`src/rtl/ipu_frame_ctrl.sv`:
```
// Frame-level sequencer for the IPU: arms it, gates one camera frame (SOF..EOF) into it,
// then publishes the detected (X,Y) through a valid/ack register with timeout and abort.
module ipu_frame_ctrl #(
  parameter int          H_ACTIVE       = 640,
  parameter int          V_ACTIVE       = 480,
  parameter int          RES_TIMEOUT    = 1024,
  // Reset value of the published-result counter; lets a system start numbering from a chosen point.
  parameter logic [15:0] FRAME_CNT_INIT = 16'd0
) (
  input  logic        iCLK,
  input  logic        iRST,
  input  logic        iDVAL,
  input  logic [10:0] iX_Cont,
  input  logic [10:0] iY_Cont,
  input  logic        iStart,
  input  logic        iContinuous,
  input  logic        iAbort,
  output logic        oIPU_DVAL,
  output logic        oIPU_RST,
  input  logic [10:0] iIPU_X,
  input  logic [10:0] iIPU_Y,
  input  logic        iIPU_DVAL,
  output logic [10:0] oX,
  output logic [10:0] oY,
  output logic        oValid,
  input  logic        iAck,
  output logic        oBusy,
  output logic        oTimeout,
  output logic [15:0] oFrameCnt
);

  localparam int               TW       = $clog2(RES_TIMEOUT + 1);
  localparam logic [10:0]      EOF_X    = 11'(H_ACTIVE - 1);
  localparam logic [10:0]      EOF_Y    = 11'(V_ACTIVE - 1);
  localparam logic [TW-1:0]    TMO_LAST = TW'(RES_TIMEOUT - 1);

  typedef enum logic [2:0] {
    IDLE,
    ARM,
    WAIT_SOF,
    ACTIVE,
    WAIT_RES,
    HOLD
  } state_t;

  state_t        state;
  logic [TW-1:0] tmoCnt;
  logic          sof;
  logic          eof;

  assign sof = iDVAL && (iX_Cont == 11'd0) && (iY_Cont == 11'd0);
  assign eof = iDVAL && (iX_Cont == EOF_X) && (iY_Cont == EOF_Y);

  // The IPU reset follows the system reset and is also pulsed for the single ARM cycle.
  assign oIPU_RST  = iRST && (state != ARM);
  assign oIPU_DVAL = iDVAL && ((state == WAIT_SOF && sof) || state == ACTIVE) && !iAbort;
  assign oBusy     = (state != IDLE);

  always_ff @(posedge iCLK) begin
    if (!iRST) begin
      state     <= IDLE;
      oX        <= '0;
      oY        <= '0;
      oValid    <= 1'b0;
      oTimeout  <= 1'b0;
      oFrameCnt <= FRAME_CNT_INIT;
      tmoCnt    <= '0;
    end else begin
      oTimeout <= 1'b0;
      if (iAbort) begin
        state  <= IDLE;
        oValid <= 1'b0;
      end else begin
        case (state)
          IDLE: begin
            if (iStart || iContinuous) state <= ARM;
          end
          ARM: begin
            state <= WAIT_SOF;
          end
          WAIT_SOF: begin
            if (sof) state <= ACTIVE;
          end
          ACTIVE: begin
            if (eof) begin
              state  <= WAIT_RES;
              tmoCnt <= '0;
            end
          end
          WAIT_RES: begin
            // A result arriving on the last allowed cycle still beats the timeout.
            if (iIPU_DVAL) begin
              oX        <= iIPU_X;
              oY        <= iIPU_Y;
              oValid    <= 1'b1;
              oFrameCnt <= oFrameCnt + 16'd1;
              state     <= HOLD;
            end else if (tmoCnt == TMO_LAST) begin
              oTimeout <= 1'b1;
              state    <= iContinuous ? ARM : IDLE;
            end else begin
              tmoCnt <= tmoCnt + 1'b1;
            end
          end
          HOLD: begin
            if (iAck) begin
              oValid <= 1'b0;
              state  <= iContinuous ? ARM : IDLE;
            end
          end
          default: begin
            state <= IDLE;
          end
        endcase
      end
    end
  end

endmodule

```
`config.mk`:
```
export PLATFORM = sky130hd
export DESIGN_NAME = ipu_frame_ctrl
export DESIGN_NICKNAME = d
export VERILOG_FILES = /design/src/rtl/ipu_frame_ctrl.sv
export SDC_FILE = /design/constraint.sdc
export NUM_CORES = 1
export LEC_CHECK = 0
export ABC_CLOCK_PERIOD_IN_PS = 4400
export CAP_MARGIN = 10
export CORE_MARGIN = 2
export CORE_UTILIZATION = 48
export DETAILED_ROUTE_END_ITERATION = 16
export GPL_ROUTABILITY_DRIVEN = 0
export PLACE_DENSITY = 0.95
export REMOVE_ABC_BUFFERS = 1
export SYNTH_ARGS = -nofsm -noshare
export SYNTH_HDL_FRONTEND = slang
export SYNTH_SLANG_ARGS = --single-unit
```
`constraint.sdc`:
```
create_clock -name iCLK -period 4.4 [get_ports iCLK]
set_clock_uncertainty 0.15 [all_clocks]
set_input_delay 0.66 -clock iCLK [delete_from_list [all_inputs] [get_ports iCLK]]
set_output_delay 0.66 -clock iCLK [all_outputs]
set_load 0.01 [all_outputs]
```
==> results.md, run 1 <==
- Setup repair after global routing missed its margin: no
- Sort of element at the start of the critical path: input pin
- DRT Pass-1 Iters: 4
- Final hold violation count: 0
- Detailed-route wire length: between 6 and 7 mm
- Buffers inserted during post-CTS setup optimization: 0
- Worst r2r dst: oFrameCnt[5]
- Proportion of synthesized chip area in sequential cells: 0.404
- TritonCTS Sinks: 54
- Deepest level of the CTS H-tree: 2
- Final setup violating endpoints: 0
- Actual slew at the worst max-slew pin: about 900 ps
- Maximum count of clock buffers along a single path: 2
- Max-slew violation count: 0
- Reg-to-reg setup timing slack: 1990 ps
- Cell type with the largest total area after synthesis: sky130_fd_sc_hd__dfxtp_1
- Worst slew margin: 0.396
- Req. time, crit path: 3590 ps
- Horizontal die dimension: 78.7 microns
- Total of warnings raised by yosys: 0
- Effective utilization at floorplan: 0.492
- Top delay family on crit path: buffers and inverters
- Core area: between 0.005 and 0.006 sq mm
- Final Non-Filler Cells: 469
- Synth async-reset ratio: 0
- Bufs and invs on worst path: 2
- Hold Path End: oY[5]
- HP Start: oY[5]
- Clock tree from TritonCTS: done
- Grt ovf: 0
- Type of the most critical hold path: flip-flop to flip-flop
- PnR Total Power: 903 uW
- DP Cell Count: 461
- Cell-by-cell listing of the critical path: clkdlybuf4s50_1 -> nor4_1 -> nand4_1 -> nor2_1 -> o211a_1 -> clkdlybuf4s50_1
- Portion of synthesized cell area occupied by the leading cell type: 0.404
- Insertion delay of the later-clocked pin in the worst-skew pair: 300 ps
- Summed negative setup slack over all endpoints: 0 ps
- Die extent in y: about 80 microns
- Slowest cell on crit path: sky130_fd_sc_hd__clkdlybuf4s50_1
- CP Class: input pin to output pin
- Area of the multi-input gates: between 0.001 and 0.0015 sq mm
- Post-Synthesis Cells: 309
- Endpoint arrival time on the critical path: roughly 2500 ps
- Fraction of the cycle the final worst path needs: 0.748
- Most used flip-flop cell after synthesis: sky130_fd_sc_hd__dfxtp_1
- Number of violations of the max-capacitance limit: 0
- Global-route usage over all layers: 0.220
- Highest achievable clock rate: between 300 and 400 MHz
- Average footprint of a synthesized cell: 8.66 sq um
- Setup crit end kind: output pin
- Violation count after the first detailed-route iteration: about 120
- Most frequent cells in the layout: sky130_fd_sc_hd__clkdlybuf4s50_1 (94), sky130_fd_sc_hd__nand2_1 (62), sky130_fd_sc_hd__dfxtp_1 (54)
- Critical register-to-register path startpoint: state[2]
- Leakage power figure: 1.31 nW
- Fin crit period: ~3300 ps
- Post-CTS Resized: 0
- Cts bufs inserted: 5
- Wire length per cell after detailed routing: 14.0 microns
- Via count of the first global-routing pass: 2433
- Post-synthesis to final-layout area growth: 39.6%
- Number of buffers inserted by hold repair at cts: 0
- # nets final: 450
- Clock-pin slew on the worst setup and hold paths: 90 ps
- Slowest Stage Delay on Critical Path: ~530 ps
- First-pass GRT wire length: 11.0 mm
- Vias per inst: 5.40
- Rows: 27
- Share of post-route cells with drive strength above 1: 0.0605
- Reg area: roughly 0.0011 sq mm
- Register-to-Register Path Depth: 5
- Post-detailed-route DRC marker count: 0
- FF+latch count, synth: 54
- Die Footprint: 0.00619 sq mm
- Diodes inserted: 0
- Largest net degree at the start of global routing: 58
- Clock Root Buffer: sky130_fd_sc_hd__clkbuf_8
- Post-route antenna net violation count: 0
- Outcome: finished clean
- Worst-case vdd ir drop: 0.000148 V
- Power per Cell Area: 242 mW/mm^2
- I/O pin total: 95
- Vias after detailed routing: around 2500
- Cell Area, Synth: 0.00268 sq mm
- Number of instances on the worst hold path: 2
- Critical path's most frequent cell: sky130_fd_sc_hd__clkdlybuf4s50_1
- Most frequent standard cell in the layout excluding fill and tap cells: sky130_fd_sc_hd__clkdlybuf4s50_1
- Estimated wirelength of the detail-placed design: 4.86 mm
- Number of filler cells placed in the layout: 424
- Count of unique library cells instantiated by Yosys: a little under 50
- IO buf count: 94
- Leading cell types by total area after synthesis: sky130_fd_sc_hd__dfxtp_1 (40%), sky130_fd_sc_hd__nand2_1 (8.7%), sky130_fd_sc_hd__a21boi_0 (6.7%)
- Number of enable-type register cells in the synthesized netlist: 0
- Maximum net fanout on the critical path: 3
- Antenna violations before repair: 0
power breakdown:
group	leakage [nW]	total, mW	internal, mW	switching [mW]
Combinational	0.813	0.0846	0.0561	0.0285
Clock	0.0579	0.324	0.168	0.157
Sequential	0.435	0.494	0.489	0.00438
Total	1.31	0.903	0.713	0.190
final cells by class:
cell class,instances,area share
inverter,3,0.00302
multi-input combinational,236,0.398
clock inverter,3,0.0107
timing repair buffer,96,0.256
tap,72,0.0241
sequential,54,0.289
clock buffer,5,0.0184
through the flow:
stage                     hold WS (ps)  utilization  worst slack [ps]  cell area, sq um
after floorplan                    295            -              1770              2580
after global placement             300        0.667              1190              3630
after detailed placement           307        0.667              1120              3630
after CTS                          320        0.687              1110              3730
after global routing               332        0.687               952              3730
final                              318        0.687              1110              3730
registers in the layout (all words and copies together) (netlist names):
| name | count |
|---|---|
| oY | 11 |
| oTimeout | 1 |
| state | 3 |
| oValid | 1 |
| oX | 11 |
| tmoCnt | 11 |
| oFrameCnt | 16 |
synth_stat cells (3+ instances only):
| cell | count |
|---|---|
| sky130_fd_sc_hd__nor2b_1 | 3 |
| sky130_fd_sc_hd__nand2_1 | 62 |
| sky130_fd_sc_hd__buf_6 | 3 |
| sky130_fd_sc_hd__nand3b_1 | 4 |
| sky130_fd_sc_hd__nand4_1 | 9 |
| sky130_fd_sc_hd__inv_1 | 3 |
| sky130_fd_sc_hd__and2_1 | 12 |
| sky130_fd_sc_hd__dfxtp_1 | 54 |
| sky130_fd_sc_hd__buf_2 | 4 |
| sky130_fd_sc_hd__o221a_1 | 5 |
| sky130_fd_sc_hd__xor2_1 | 5 |
| sky130_fd_sc_hd__and3_1 | 4 |
| sky130_fd_sc_hd__o21ai_0 | 3 |
| sky130_fd_sc_hd__nor2_1 | 16 |
| sky130_fd_sc_hd__mux2i_1 | 4 |
| sky130_fd_sc_hd__clkbuf_1 | 7 |
| sky130_fd_sc_hd__nor3_1 | 8 |
| sky130_fd_sc_hd__o211a_1 | 5 |
| sky130_fd_sc_hd__a21bo_2 | 3 |
| sky130_fd_sc_hd__nand2b_1 | 5 |
| sky130_fd_sc_hd__xnor2_1 | 8 |
| sky130_fd_sc_hd__nand3_1 | 14 |
| sky130_fd_sc_hd__a21oi_1 | 4 |
| sky130_fd_sc_hd__or3_1 | 3 |
| sky130_fd_sc_hd__nor4_1 | 7 |
| sky130_fd_sc_hd__a21boi_0 | 24 |
metal layers:
metal | vias up | share of wire | track usage
met3 | 18 | 0.055 | 0.0425
met4 | 0 | 0.028 | 0.105
met1 | 1158 | 0.40 | 0.247
met5 | - | 0 | 0
met2 | 88 | 0.52 | 0.395
li1 | 1268 | - | -
how the worst max path moves through the flow:
stage	startpoint	to	slack (ps)	cells after the start
4_1_cts	iX_Cont[2]	oIPU_DVAL	1110	6
2_1_floorplan	iAbort	oFrameCnt[4]	1770	5
3_3_place_gp	iDVAL	oIPU_DVAL	1190	6
3_5_place_dp	iX_Cont[2]	oIPU_DVAL	1120	6
5_1_grt	iX_Cont[2]	oIPU_DVAL	950	6
6_report	iX_Cont[2]	oIPU_DVAL	1110	6
tightest hold or removal path: stages, from the launching register on:
cell	delay, ps
sky130_fd_sc_hd__dfxtp_1	320
sky130_fd_sc_hd__nand2_1	40
sky130_fd_sc_hd__a21boi_0	60
cell families (layout without fill, tap and decap cells):
kind of cell             Yosys count  after routing  synth area share
AND/OR/NAND/NOR                  160            160             0.310
AO/OA/AOI/OAI                     57             57             0.180
flip-flops                        54             54             0.404
buffers and inverters             19            107            0.0398
XOR/XNOR                          13             13            0.0426
multiplexers                       4              4            0.0150
adder cells (fa/ha/maj)            2              2           0.00935
Note: power is estimated with default switching activity, not from simulation.
==> run 2, diff against run 1 <==
--- a/config.mk
+++ b/config.mk
@@ -5,13 +5,13 @@
 export SDC_FILE = /design/constraint.sdc
 export NUM_CORES = 1
 export LEC_CHECK = 0
-export ABC_CLOCK_PERIOD_IN_PS = 4400
+export ABC_CLOCK_PERIOD_IN_PS = 3450
 export CAP_MARGIN = 10
 export CORE_MARGIN = 2
-export CORE_UTILIZATION = 48
+export CORE_UTILIZATION = 45
 export DETAILED_ROUTE_END_ITERATION = 16
 export GPL_ROUTABILITY_DRIVEN = 0
-export PLACE_DENSITY = 0.95
+export PLACE_DENSITY = 0.91
 export REMOVE_ABC_BUFFERS = 1
 export SYNTH_ARGS = -nofsm -noshare
 export SYNTH_HDL_FRONTEND = slang
==> constraint.sdc (replaced) <==
create_clock -name iCLK -period 3.45 [get_ports iCLK]
set_clock_uncertainty 0.15 [all_clocks]
set_input_delay 0.5175 -clock iCLK [delete_from_list [all_inputs] [get_ports iCLK]]
set_output_delay 0.5175 -clock iCLK [all_outputs]
set_load 0.01 [all_outputs]
==> results.md, run 2 (synthesized netlist as in run 1, its figures left out) <==
- Clock tree from TritonCTS: done
- Share of post-route cells with drive strength above 1: 0.0603
- Cts bufs inserted: 5
- Vias per inst: between 5 and 6
- DRT Pass-1 Iters: 4
- Buffers inserted during post-CTS setup optimization: 0
- TritonCTS Sinks: 54
- Pre-CTS worst setup slack: ~480 ps
- Power per Cell Area: 291 mW/mm^2
- Most frequent standard cell in the layout excluding fill and tap cells: sky130_fd_sc_hd__clkdlybuf4s50_1
- Effective utilization at floorplan: 0.460
- Wire length per cell after detailed routing: 13.7 microns
- Endpoint arrival time on the critical path: 2300 ps
- Die extent in y: 81.1 microns
- Vias after detailed routing: 2572
- Reg area: 0.00108 sq mm
- Area of the multi-input gates: roughly 0.0015 sq mm
- Highest achievable clock rate: 337 MHz
- Post-CTS Resized: 0
- WL met2: approximately 3.4 mm
- Max reg flops: 16
- Setup crit end kind: output pin
- Core area: a little under 0.006 sq mm
- Fraction of the cycle the final worst path needs: 0.859
- Insertion delay of the later-clocked pin in the worst-skew pair: 300 ps
- Via count of the first global-routing pass: 2438
- Final setup violating endpoints: 0
- PnR Total Power: 1.08 mW
- Post-route antenna net violation count: 0
- Rows: 28
- Highest routed layer: met4
- Most frequent cells in the layout: sky130_fd_sc_hd__clkdlybuf4s50_1 (94), sky130_fd_sc_hd__nand2_1 (62), sky130_fd_sc_hd__dfxtp_1 (54)
- Number of violations of the max-capacitance limit: 0
- Largest net degree at the start of global routing: 58
- CP Class: input pin to output pin
- Final hold violation count: 0
- Clock-pin slew on the worst setup and hold paths: 90 ps
- Outcome: finished clean
- # nets final: 451
- Max-slew violation count: 0
- Post-detailed-route DRC marker count: 0
- Type of the most critical hold path: flip-flop to flip-flop
- Number of buffers inserted by hold repair at cts: 0
- Final Cell Area: 0.00372 sq mm
- Diodes inserted: 0
- Summed negative setup slack over all endpoints: 0 ps
- Setup repair after global routing missed its margin: no
- Met3 wire len: 446 microns
- Maximum net fanout on the critical path: 3
- Die Footprint: roughly 0.0066 sq mm
- Deepest level of the CTS H-tree: 2
- Worst-case vdd ir drop: around 0.00017 V
- Req. time, crit path: roughly 2800 ps
- Routed length on met1: 2.48 mm
- Number of filler cells placed in the layout: 499
- Horizontal die dimension: 81.1 microns
- Global-route usage over all layers: 0.201
- Hold slack: between 300 and 400 ps
- Worst slew margin: 0.643
- Fin crit period: approximately 3000 ps
- Antenna violations before repair: 0
- Estimated wirelength of the detail-placed design: 4.83 mm
- Leakage power figure: ~1.3 nW
- Actual slew at the worst max-slew pin: 535 ps
- Register ranked first by flip-flop count: oFrameCnt
- Standard cell area after detailed placement: 0.00364 sq mm
- Detailed-route wire length: 6.49 mm
- Reg-to-reg setup timing slack: 1260 ps
- Post-route setup slack: 486 ps
- Clock Root Buffer: sky130_fd_sc_hd__clkbuf_8
- IO buf count: 94
- Maximum count of clock buffers along a single path: 2
- I/O pin total: 95
- First-pass GRT wire length: 10.5 mm
- Grt ovf: 0
- Post-synthesis to final-layout area growth: 39.2%
- Violation count after the first detailed-route iteration: between 90 and 100
- Sort of element at the start of the critical path: input pin
run 2: changes by cell type in the layout (fill, tap and decap cells not counted):
cell and change:
sky130_fd_sc_hd__buf_4 +1, sky130_fd_sc_hd__bufinv_16 -1, sky130_fd_sc_hd__clkbuf_1 +1, sky130_fd_sc_hd__clkinv_2 -1
sky130_fd_sc_hd__clkinv_4 +1
run 2: path summary, 6_finish.rpt:
| kind | startpoint | cells after the start | end |
|---|---|---|---|
| setup / recovery | iDVAL | 6 | oIPU_DVAL |
| setup reg to reg | tmoCnt[0] | 5 | tmoCnt[8] |
| hold reg to reg | oX[1] | 2 | oX[1] |
| hold / removal | oX[1] | 2 | oX[1] |
run 2: metrics by stage:
stage,util,instances
final,0.640,473
after global routing,0.640,473
after CTS,0.640,473
after detailed placement,0.625,465
after global placement,0.625,465
after floorplan,-,293
run 2: cell type report:
cell class                      count  area share
Clock inverter                      2     0.00370
Multi-Input combinational cell    236       0.400
Inverter                            3     0.00302
Timing Repair Buffer               97       0.259
Clock buffer                        6      0.0195
Tap cell                           75      0.0252
Sequential cell                    54       0.290
run 2: power by group:
part | switching [mW] | leakage (nW) | internal (mW)
Sequential | 0.00553 | 0.435 | 0.624
Combinational | 0.0377 | 0.817 | 0.0715
Clock | 0.201 | 0.0452 | 0.144
Total | 0.245 | 1.30 | 0.839
run 2: critical path: stages:
cell and delay [ps]:
sky130_fd_sc_hd__clkdlybuf4s50_1 480, sky130_fd_sc_hd__nor4b_1 320, sky130_fd_sc_hd__nand2_1 100, sky130_fd_sc_hd__nor2_1 200
sky130_fd_sc_hd__o211a_1 160, sky130_fd_sc_hd__clkdlybuf4s50_1 530
run 2: routing by layer:
layer,GRT usage,up-vias
li1,-,1266
met1,0.216,1204
met2,0.381,87
met3,0.0433,15
met4,0.0729,0
met5,0,-
==> run 3, diff against run 2 <==
--- a/config.mk
+++ b/config.mk
@@ -5,13 +5,14 @@
 export SDC_FILE = /design/constraint.sdc
 export NUM_CORES = 1
 export LEC_CHECK = 0
+export ABC_AREA = 1
 export ABC_CLOCK_PERIOD_IN_PS = 3450
 export CAP_MARGIN = 10
 export CORE_MARGIN = 2
-export CORE_UTILIZATION = 45
+export CORE_UTILIZATION = 46
 export DETAILED_ROUTE_END_ITERATION = 16
 export GPL_ROUTABILITY_DRIVEN = 0
-export PLACE_DENSITY = 0.91
+export PLACE_DENSITY = 0.92
 export REMOVE_ABC_BUFFERS = 1
 export SYNTH_ARGS = -nofsm -noshare
 export SYNTH_HDL_FRONTEND = slang
==> results.md, run 3 <==
- Outcome: finished clean
- Average footprint of a synthesized cell: 6.58 sq um
- CP Class: input pin to output pin
- Number of enable-type register cells in the synthesized netlist: 0
- DRT Pass-1 Iters: 4
- Simple-gate share of the synthesized area: 0.412
- Fraction of the mapped netlist area in adder cells: 0.00900
- Cell-by-cell listing of the critical path: clkdlybuf4s50_1 -> inv_1 -> nor2_1 -> nand2_1 -> nor2_1 -> nand3_1 -> a21oi_1 -> clkdlybuf4s50_1
- Most frequent standard cell in the layout excluding fill and tap cells: sky130_fd_sc_hd__nor2_1
- Cell type with the largest total area after synthesis: sky130_fd_sc_hd__dfxtp_1
- Insertion delay of the later-clocked pin in the worst-skew pair: between 300 and 400 ps
- Summed negative setup slack over all endpoints: 0 ps
- Grt ovf: 0
- Count of unique library cells instantiated by Yosys: 31
- Slowest cell on crit path: sky130_fd_sc_hd__clkdlybuf4s50_1
- Post-detailed-route DRC marker count: 0
- Leakage power figure: ~1.5 nW
- Largest net degree at the start of global routing: 40
- I/O pin total: 95
- IO buf count: 94
- Post-Synthesis Cells: 423
- Cts bufs inserted: 5
- Buffers inserted during post-CTS setup optimization: 0
- Number of buffers inserted by hold repair at cts: 0
- Deepest level of the CTS H-tree: 2
- Type of the most critical hold path: flip-flop to flip-flop
- Worst slew margin: 0.670
- Setup crit end kind: output pin
- Via count of the first global-routing pass: 2871
- Leading cell types by total area after synthesis: sky130_fd_sc_hd__dfxtp_1 (39%), sky130_fd_sc_hd__nor2_1 (15%), sky130_fd_sc_hd__nand2_1 (11%)
- Share of post-route cells with drive strength above 1: 0.0563
- Cell Area, Synth: between 0.002 and 0.003 sq mm
- Register-to-Register Path Depth: 9
- Highest achievable clock rate: 359 MHz
- Final hold violation count: 0
- Final setup violating endpoints: 0
- Maximum net fanout on the critical path: 2
- Estimated wirelength of the detail-placed design: 5.29 mm
- Clock-pin slew on the worst setup and hold paths: about 90 ps
- Critical register-to-register path startpoint: tmoCnt[0]
- Most used flip-flop cell after synthesis: sky130_fd_sc_hd__dfxtp_1
- Fraction of the cycle the final worst path needs: 0.807
- Standard cell area after detailed placement: 0.00376 sq mm
- Die Footprint: 0.00668 sq mm
- Endpoint arrival time on the critical path: around 2100 ps
- Rows: 28
- Die extent in y: around 82 microns
- Post-synthesis to final-layout area growth: 40.4%
- HP Start: tmoCnt[10]
- Portion of synthesized cell area occupied by the leading cell type: 0.389
- Post-CTS Resized: 0
- First-pass GRT wire length: between 10 and 15 mm
- Setup repair after global routing missed its margin: no
- Portion of netlist area occupied by mux cells: 0
- Register ranked first by flip-flop count: oFrameCnt
- Max-slew violation count: 0
- Global-route usage over all layers: 0.219
- Slowest Stage Delay on Critical Path: 550 ps
- Post-route antenna net violation count: 0
- Core area: 0.00589 sq mm
- Vias after detailed routing: roughly 3000
- Vias per inst: 5.10
- Maximum count of clock buffers along a single path: 2
- Number of instances on the worst hold path: 2
- Worst-case vdd ir drop: between 0.0002 and 0.00025 V
- Detailed-route wire length: 7.30 mm
- Area fraction in compound gates after synthesis: 0.101
- Antenna violations before repair: 0
- Horizontal die dimension: just over 80 microns
- Most common cell in the netlist: sky130_fd_sc_hd__nor2_1
- Total of warnings raised by yosys: 0
- Proportion of synthesized chip area in sequential cells: 0.389
- FF+latch count, synth: between 50 and 60
- Start point of the critical path: iDVAL
- Violation count after the first detailed-route iteration: 137
- Synthesized-area fraction occupied by xor and xnor cells: 0.00315
- Effective utilization at floorplan: 0.473
- Synth async-reset ratio: 0
- Dominant combinational cell family by area after synthesis: simple AND/OR/NAND/NOR gates
- Wire length per cell after detailed routing: 12.4 microns
- Clock tree from TritonCTS: done
- Most frequent cells in the layout: sky130_fd_sc_hd__nor2_1 (110), sky130_fd_sc_hd__clkdlybuf4s50_1 (94), sky130_fd_sc_hd__nand2_1 (84)
- Sort of element at the start of the critical path: input pin
- # nets final: 568
- Diodes inserted: 0
- Final Cell Area: 0.00390 sq mm
- Power per Cell Area: 340 mW/mm^2
- Clock Root Buffer: sky130_fd_sc_hd__clkbuf_8
- Max reg flops: 16
- Top cell types by occurrence after synthesis: sky130_fd_sc_hd__nor2_1 (110), sky130_fd_sc_hd__nand2_1 (84), sky130_fd_sc_hd__dfxtp_1 (54)
- Fin crit period: between 2000 and 3000 ps
- Actual slew at the worst max-slew pin: 494 ps
- TritonCTS Sinks: 54
- Req. time, crit path: 2780 ps
- Number of violations of the max-capacitance limit: 0
run 3: cell types whose count changed after synthesis, moves of 7 or more:
cell	previous run	this run
sky130_fd_sc_hd__nor2_1	16	110
sky130_fd_sc_hd__inv_1	3	42
sky130_fd_sc_hd__o21ai_0	3	35
sky130_fd_sc_hd__a21boi_0	24	0
sky130_fd_sc_hd__nand2_1	62	84
sky130_fd_sc_hd__and2_1	12	0
sky130_fd_sc_hd__a21oi_1	4	15
sky130_fd_sc_hd__nand3_1	14	23
sky130_fd_sc_hd__xnor2_1	8	0
sky130_fd_sc_hd__nor4_1	7	0
run 3: logic make-up (layout without fill, tap and decap cells):
kind of cell             count (synthesis)  in the layout
buffers and inverters                   56            148
flip-flops                              54             54
AND/OR/NAND/NOR                        257            257
adder cells (fa/ha/maj)                  2              2
XOR/XNOR                                 1              1
AO/OA/AOI/OAI                           53             53
run 3: worst paths after layout:
path,slack (ps),endpoint
worst min-delay path,320,tmoCnt[10]
worst max register to register,1460,state[0]
worst max-delay path,660,oIPU_DVAL
worst min register to register,320,tmoCnt[10]
run 3: power breakdown:
group	internal, mW	switching [mW]
clock network	0.309	0.200
logic	0.0938	0.0805
registers	0.634	0.0114
run 3: per-stage QoR:
step,setup slack [ps],hold slack [ps],cells,utilization,power (mW)
after floorplan,1510,283,411,-,0.730
after global placement,760,301,582,0.639,0.827
after detailed placement,669,299,582,0.639,0.832
after CTS,656,319,590,0.663,1.34
after global routing,562,337,590,0.663,1.38
final,665,317,590,0.663,1.33
run 3: cell type report:
class | instances | area, sq um
clock inverters | 2 | 60.1
flip-flops and latches | 54 | 1080
fillers | 487 | 1980
clock buffers | 6 | 82.6
inverters | 44 | 170
repair buffers | 96 | 956
multi-input cells | 313 | 1460
well taps | 75 | 93.8
run 3: worst max-delay path: cells and delay by family:
kind	cells	cell delay [ps]
buffers and inverters	3	1100
AOI/OAI and AO/OA	1	140
and+or+nand+nor	4	350
run 3: metal layers:
metal,vias up,wire [microns],track usage
li1,1531,-,-
met1,1368,2910,0.230
met2,103,3620,0.410
met3,7,705,0.0780
met4,0,65,0.0600
met5,-,0,0
